[src/rtl/logic_unit_pkg.sv]
// Shared definitions for the round-robin logic-unit arbiter: opcodes and the
// output-slot state encoding.
package logic_unit_pkg;

  localparam logic [1:0] OP_NAND = 2'b00;
  localparam logic [1:0] OP_XOR  = 2'b01;
  localparam logic [1:0] OP_AND  = 2'b10;
  localparam logic [1:0] OP_OR   = 2'b11;

  // Output slot: EMPTY means no result held, FULL means res_data is valid.
  typedef enum logic {
    ST_EMPTY = 1'b0,
    ST_FULL  = 1'b1
  } state_t;

endpackage

[src/rtl/logic_unit.sv]
// Shared bitwise logic unit: NAND / XOR / AND / OR over W bits. Purely
// combinational; the arbiter muxes the winning requester's operands into it.
module logic_unit
  import logic_unit_pkg::*;
#(
  parameter int W = 8
) (
  input  logic [1:0]   op,
  input  logic [W-1:0] a,
  input  logic [W-1:0] b,
  output logic [W-1:0] y
);

  // Opcode decode into the selected bitwise function.
  always_comb begin
    y = '0;
    case (op)
      OP_NAND: y = ~(a & b);
      OP_XOR:  y = a ^ b;
      OP_AND:  y = a & b;
      OP_OR:   y = a | b;
      default: y = '0;
    endcase
  end

endmodule

[src/rtl/logic_unit_arbiter.sv]
// Round-robin arbiter sharing one logic unit among N requesters. One request
// is accepted per cycle whenever the single-entry result register can take it;
// the result is held under a valid/ready handshake.
module logic_unit_arbiter
  import logic_unit_pkg::*;
#(
  parameter int W  = 8,
  parameter int N  = 4,
  parameter int IW = $clog2(N)
) (
  input  logic           clk,
  input  logic           rst_n,
  input  logic [N-1:0]   req,
  input  logic [2*N-1:0] op,
  input  logic [N*W-1:0] a,
  input  logic [N*W-1:0] b,
  output logic [N-1:0]   gnt,
  output logic           res_valid,
  input  logic           res_ready,
  output logic [W-1:0]   res_data,
  output logic [IW-1:0]  res_id
);

  state_t        state;
  state_t        state_nxt;
  logic [IW-1:0] ptr;
  logic [IW-1:0] win;
  logic [N-1:0]  mask;
  logic          slot_free;
  logic          accept;
  logic [1:0]    sel_op;
  logic [W-1:0]  sel_a;
  logic [W-1:0]  sel_b;
  logic [W-1:0]  unit_y;

  // Round-robin pick: lowest requester at or above ptr, else lowest overall.
  always_comb begin
    win  = '0;
    mask = '0;
    for (int i = 0; i < N; i++) begin
      mask[i] = (IW'(i) >= ptr);
    end
    // Unmasked fallback first, masked search overrides it when it finds one.
    for (int i = N - 1; i >= 0; i--) begin
      win = req[i] ? IW'(i) : win;
    end
    for (int i = N - 1; i >= 0; i--) begin
      win = (req[i] && mask[i]) ? IW'(i) : win;
    end
  end

  // The slot can accept when empty or when the held result drains this cycle;
  // rst_n gates gnt so nothing is granted while reset is asserted.
  assign slot_free = (state == ST_EMPTY) || res_ready;
  assign accept    = rst_n && slot_free && (|req);
  assign gnt       = accept ? ({{(N-1){1'b0}}, 1'b1} << win) : '0;
  assign res_valid = (state == ST_FULL);

  // Winner's operands feed the single shared logic unit.
  assign sel_op = op[2*int'(win) +: 2];
  assign sel_a  = a[W*int'(win) +: W];
  assign sel_b  = b[W*int'(win) +: W];

  logic_unit #(.W(W)) u_logic_unit (
    .op (sel_op),
    .a  (sel_a),
    .b  (sel_b),
    .y  (unit_y)
  );

  // Output-slot next state: accept fills, drain without accept empties.
  always_comb begin
    state_nxt = state;
    case (state)
      ST_EMPTY: state_nxt = accept ? ST_FULL : ST_EMPTY;
      ST_FULL: begin
        if (accept) begin
          state_nxt = ST_FULL;
        end else if (res_ready) begin
          state_nxt = ST_EMPTY;
        end else begin
          state_nxt = ST_FULL;
        end
      end
      default: state_nxt = ST_EMPTY;
    endcase
  end

  // Output-slot state register.
  always_ff @(posedge clk or negedge rst_n) begin
    if (!rst_n) begin
      state <= ST_EMPTY;
    end else begin
      state <= state_nxt;
    end
  end

  // Result, producer id and priority pointer update only on accept.
  always_ff @(posedge clk or negedge rst_n) begin
    if (!rst_n) begin
      res_data <= '0;
      res_id   <= '0;
      ptr      <= '0;
    end else if (accept) begin
      res_data <= unit_y;
      res_id   <= win;
      ptr      <= (win == IW'(N - 1)) ? '0 : win + IW'(1);
    end else begin
      res_data <= res_data;
      res_id   <= res_id;
      ptr      <= ptr;
    end
  end

endmodule

[config.mk]
export PLATFORM = sky130hd
export DESIGN_NAME = logic_unit_arbiter
export DESIGN_NICKNAME = d
export VERILOG_FILES = /design/src/rtl/logic_unit_pkg.sv /design/src/rtl/logic_unit.sv /design/src/rtl/logic_unit_arbiter.sv
export SDC_FILE = /design/constraint.sdc
export NUM_CORES = 1
export LEC_CHECK = 0
export BUFFER_PORTS_ARGS = -buffer_cell sky130_fd_sc_hd__buf_2
export CORE_ASPECT_RATIO = 0.9
export CORE_UTILIZATION = 48
export CTS_BUF_LIST = sky130_fd_sc_hd__clkbuf_4
export CTS_CLUSTER_SIZE = 16
export DETAILED_ROUTE_END_ITERATION = 16
export HOLD_SLACK_MARGIN = 0.06
export PLACE_DENSITY = 0.95
export RECOVER_POWER = 25
export SKIP_LAST_GASP = 1
export SYNTH_ARGS = -nofsm -noshare
export SYNTH_HDL_FRONTEND = slang
export SYNTH_SLANG_ARGS = --single-unit
[constraint.sdc]
create_clock -name clk -period 2.84 [get_ports clk]
set_clock_uncertainty 0.15 [all_clocks]
set_input_delay 0 -clock clk [delete_from_list [all_inputs] [get_ports clk]]
set_output_delay 0 -clock clk [all_outputs]
set_load 0.1 [all_outputs]
# After elaboration in Yosys (flattened, before gate mapping)
# Cells that the tools add are included.
# word_totals
ff_bits	13
in_bits	79
elab_cells	46
# classes
n_addsub	1
magnitude_cmp	4
eq_ne	4
n_shift	4
mux	15
n_bitwise	5
n_reduce_logical	9
# ops
op	count
indexed part select 32 x 6 -> 8 bit	2
one-hot mux 8 bit (4 select lines)	1
2-to-1 mux 2 bit	9
AND 8 bit	1
inverter 8 bit	1
OR 8 bit	1
indexed part select 8 x 4 -> 2 bit	1
XOR 8 bit	1
equality test 2 bit (second input constant)	3
logical AND 1 bit	6
greater-or-equal comparator 1 x 2 -> 1 bit (first input constant)	2
greater-or-equal comparator 2 bit (first input constant)	2
2-to-1 mux 4 bit	1
OR reduction 4 bit	1
<< shifter 1 x 2 -> 4 bit (first input constant)	1
2-to-1 mux 1 bit	3
adder 2 x 1 -> 2 bit (second input constant)	1
equality test 2 x 1 -> 1 bit (second input constant)	1
logical NOT 2 bit	1
one-hot mux 1 bit (2 select lines)	1
logical OR 1 bit	1
inverter 1 bit	1

# Longest topological paths before layout
# depth
word_depth	12
mapped_depth	14

# Modules after synthesis
# Synthesis repeated with hierarchy kept, for this count alone.
# unflattened
cells_unflattened	303
area_unflattened_um2	2209.6
# modules_own_cells
module	instances	cells_per_inst	area_each_um2
logic_unit_arbiter	1	234	1692.9
logic_unit	1	69	516.7

# Worst setup path before layout
# No wires, ideal clock.
# synth_timing
kind	reg2reg
from	reg ptr[1]
to	reg res_data[3]
arrival_time_ns	2.218
path_slack_ns	0.378
path_stages_with_launch	15
n_path_buf	2
synth_period_minus_slack_ns	2.462
path_cell_list	dfrtp_1 -> buf_6 -> nand2b_1 -> a21o_1 -> and2_4 -> inv_4 -> clkbuf_1 -> nand2_1 -> nand3_1 -> and2_1 -> inv_1 -> ha_1 -> nor3_1 -> a21oi_1 -> a221oi_2
# synth_between
elab_chain_cells	10
# synth_lines
item	line	text
from (decl)	logic_unit_arbiter.sv:26	logic [IW-1:0] ptr;
from (signal assigned)	logic_unit_arbiter.sv:107	ptr <= (win == IW'(N - 1)) ? '0 : win + IW'(1);
from (signal assigned)	logic_unit_arbiter.sv:111	ptr <= ptr;
greater-or-equal comparator 2 bit	logic_unit_arbiter.sv:41	mask[i] = (IW'(i) >= ptr);
logical AND 1 bit	logic_unit_arbiter.sv:48	win = (req[i] && mask[i]) ? IW'(i) : win;
2-to-1 mux 2 bit (3 in series)	logic_unit_arbiter.sv:48	
2-to-1 mux 2 bit (*)	logic_unit_arbiter.sv:48	
indexed part select 32 x 6 -> 8 bit (on tied branches)	logic_unit_arbiter.sv:61, logic_unit_arbiter.sv:62	
AND 8 bit	logic_unit.sv:18, logic_unit.sv:20	
inverter 8 bit	logic_unit.sv:18	OP_NAND: y = ~(a & b);
one-hot mux 8 bit (4 select lines) (*)	logic_unit.sv:17	case (op)
to (signal assigned)	logic_unit_arbiter.sv:105	res_data <= unit_y;
to (signal assigned)	logic_unit_arbiter.sv:109	res_data <= res_data;
to (decl)	logic_unit_arbiter.sv:20	output logic [W-1:0] res_data,
# Every way passes the cells marked *; elsewhere a longest branch is shown, timed or not.
# A chain may end at the register's enable or synchronous reset.

# Worst setup path after layout
# Ends and elaborated chain as after synthesis.

==> Flow_metrics.wiki <==
{| class="wikitable"
! Metric !! Value
|-
| Cell chosen for the clock root || clkbuf_4
|-
| Final standard cell utilization of the core || 68.0%
|-
| Share of synthesized area occupied by flip-flops and latches || 17.7%
|-
| Fraction of synthesis flops using an asynchronous set or reset pin || 100%
|-
| Hold Vio Cnt, Final || 0
|-
| Worst Hold Path EP || res_valid
|-
| Launch instance of the worst register-to-register path || ptr[1]
|-
| Sum of met2 wire segment lengths after detailed routing || 2.63 mm
|-
| Internal reg-to-reg setup slack || 0.22 ns
|-
| Vias in the first global route || 2056
|-
| Number of warnings reported in the yosys synthesis log || 0
|-
| Most common flop cell mapped by yosys || dfrtp_1
|-
| Number of synthesized flops with an enable pin || 0
|-
| Avg Vias per Cell || 5.46
|-
| Clock period minus final worst setup slack || 2.62 ns
|-
| Crit start category || flip-flop
|-
| Worst-skew pair later-pin latency || 0.29 ns
|-
| Depth of the CTS H-tree || 1
|-
| Net Count, Synth || 364
|-
| Starting density of the core || 52.2%
|-
| Switching power of the nets || 1450 uW
|-
| Worst min-delay path startpoint || req[0]
|-
| Post-layout total power || 2320 uW
|-
| GR Util All Layers || 28.5%
|-
| Slew @ Worst Pin || 1.21 ns
|-
| Setup slack after placement || 0.196 ns
|-
| Clock-pin transition on the worst setup and hold timing paths || 0.09 ns
|-
| Highest routing layer actually used || met4
|-
| Post-DP Area || 2350 um^2
|-
| Pin count of the biggest net entering global routing || 39
|-
| Post-route ant nets || 0
|-
| Worst path arrival time || 2.68 ns
|-
| Overall die area || 4090 um^2
|-
| Setup TNS || 0 ns
|-
| Growth of design area from synthesis to finish || 30.5%
|-
| Fill count || 302
|-
| Crit path kind || flip-flop to flip-flop
|-
| Period utilisation layout || 92.4%
|-
| Worst slew margin relative to its limit || 19.9%
|-
| Cell with the biggest individual delay on the critical path || dfrtp_1
|-
| Unrepaired setup endpoints after global routing || false
|-
| Final setup vio count || 0
|-
| GRT Residual Overflow || 0
|-
| Syn Area/Cell || 6.95 um^2
|-
| Die boundary width || 67.3 um
|-
| TritonCTS Buffers || 3
|-
| Count of maximum capacitance violations || 0
|-
| Flops & latches, synth || 13
|-
| Static power due to leakage || 0.00129 uW
|-
| Crit. End Element || flip-flop
|-
| Wire length of the first global-routing pass || 8.69 mm
|-
| Status || completed
|-
| Logic pwr share || 80.3%
|-
| Max-slew violation count || 0
|-
| Number of remaining DRC errors || 0
|-
| Achievable clock frequency || 0.381 GHz
|-
| Clock tree from TritonCTS || yes
|-
| P per Cell Area || 968 nW/um^2
|-
| Count of input and output buffers || 93
|-
| Detail Placement HPWL || 4.25 mm
|-
| Aggregate routed wire length || 5.36 mm
|-
| Largest stage delay on the critical path || 0.49 ns
|-
| Number of buffers between clock root and the deepest sink || 2
|-
| Number of rows in the core area || 20
|-
| Worst path setup slack after routing || 0.215 ns
|-
| Share of cells above drive strength 1 || 29.5%
|-
| Routed length on met1 || 2.18 mm
|-
| Total setup buffers inserted after CTS || 0
|-
| Post-synthesis instance total || 265
|-
| Endpoint of the lowest-slack register-to-register path || res_data[3]
|-
| Crit-path cells || mux2i_1 -> a32oi_1 -> and2_4 -> inv_6 -> nand2_1 -> nand3_1 -> and2_1 -> inv_1 -> ha_1 -> nor3_1 -> a21oi_1 -> a221oi_2
|-
| Final instance area || 2400 um^2
|-
| Cell variety after synth || 39
|-
| Number of clock sinks || 13
|-
| Maximum fanout count along the critical path || 38
|-
| DRT iter0 DRCs || 117
|-
| Net Sw Frac || 62.4%
|-
| Via count of the routed design || 2184
|-
| Part of the total power dissipated in sequential elements || 14.0%
|-
| Internal portion of total power || 873 uW
|-
| Final Wtd Congestion || 0.877
|-
| N_diodes || 0
|-
| Number of I/O pins || 94
|-
| Clock network fraction of design power || 5.7%
|-
| Path depth of the worst reg2reg path || 12
|-
| Worst vdd ir || 382 uV
|-
| Post-DR wirelength/cell || 13.4 um
|-
| Die Ht || 60.7 um
|-
| Post-layout nets || 456
|-
| Number of antenna violations at the first check in global routing || 0
|-
| DR pass1 iterations || 4
|-
| Synth Cell Area || 1840 um^2
|-
| Timing startpoint of the critical path || ptr[1]
|-
| WHS Path Cells || 4
|-
| Core region area || 3530 um^2
|-
| Crit path required time || 2.89 ns
|-
| Class of the worst hold path || input pin to flip-flop
|-
| Detailed route wirelength on metal3 || 412 um
|}
worst max-delay path, delay by kind of cell (launching register included):
family,cells,cell delay (ns)
mux,1,0.23
flops,1,0.49
buf+inv,2,0.27
compound gates,3,0.42
simple gates,5,0.79
fa+ha+maj,1,0.17
metal layers:
layer  track usage (%)  vias up
li1                  -     1069
met5                 0        -
met1              33.6      989
met3              3.95       16
met4              12.5        0
met2              51.7      110
timing repair:
action,CTS,global route
gates resized for setup,0,2
endpoints found under the setup margin,0,2
endpoints found under the hold margin,14,0
hold buffers,3,0
cell usage after synthesis, types with 2 or more instances:
master / n / area (um^2)
nand2_1: 85 / 319
nand3_1: 42 / 210
ha_1: 20 / 250
inv_1: 17 / 63.8
o211ai_1: 15 / 113
dfrtp_1: 13 / 325
and2_1: 12 / 75.1
xnor2_1: 8 / 70.1
buf_2: 5 / 25.0
nor2_1: 5 / 18.8
clkbuf_1: 4 / 15.0
a21oi_1: 3 / 15.0
o21ai_2: 3 / 26.3
a21o_1: 2 / 15.0
and3_1: 2 / 12.5
buf_6: 2 / 22.5
inv_2: 2 / 7.51
mux2i_1: 2 / 20.0
nand2b_1: 2 / 12.5
nand3_4: 2 / 35.0
power groups by stage:
stage	clock network [uW]	registers [uW]	logic (uW)
after floorplan	0	797	1030
after global placement	0	321	1800
after detailed placement	0	326	1850
after CTS	132	322	1870
after global routing	143	336	2030
final	133	325	1860
kinds of logic (layout without fill, tap and decap cells):
group	count (synthesis)	after routing	share of synthesized area, %
xor+xnor	8	8	3.81
simple gates	158	158	41.5
flops	13	13	17.7
compound gates	32	32	14.5
mux	2	2	1.09
fa+ha+maj	20	20	13.6
buf+inv	32	123	7.82
sequential cells by signal, indices dropped and copies added (netlist names):
register and cells:
res_data 8, res_valid 1, ptr 2, res_id 2
worst max path at each step:
stage                  end  cells past startpoint
2_1_floorplan  res_data[3]                     14
3_3_place_gp   res_data[3]                     12
3_5_place_dp   res_data[3]                     12
4_1_cts        res_data[3]                     12
5_1_grt        res_data[3]                     12
6_report       res_data[3]                     12
placed cells by master, fill, tap and decap left out, types with 2 or more instances in the layout:
cell	instances
inv_2	2
o21ai_2	3
buf_4	2
a21oi_1	3
and2_1	12
xnor2_1	8
nand3_4	2
mux2i_1	2
nand3_1	42
inv_1	17
clkbuf_4	4
nand2b_1	2
dlygate4sd3_1	3
clkbuf_1	10
nor2_1	5
nand2_1	85
a21o_1	2
buf_12	2
ha_1	20
o211ai_1	15
buf_2	81
and3_1	2
dfrtp_1	13
metrics by stage:
stage          std cells  hold slack, ns
6_report             400           0.137
5_1_grt              400           0.159
3_5_place_dp         393          -0.229
4_1_cts              400           0.133
2_1_floorplan        265          -0.446
3_3_place_gp         393          -0.234
final cells by class:
type | count | area (um^2) | share of cell area (%)
flip-flops and latches | 13 | 325 | 13.5
inverters | 20 | 80.1 | 3.34
repair buffers | 99 | 539 | 22.5
well taps | 44 | 55.1 | 2.29
clock buffers | 4 | 30.0 | 1.25
multi-input cells | 220 | 1370 | 57.1
Power figures use the tool's default switching activity.
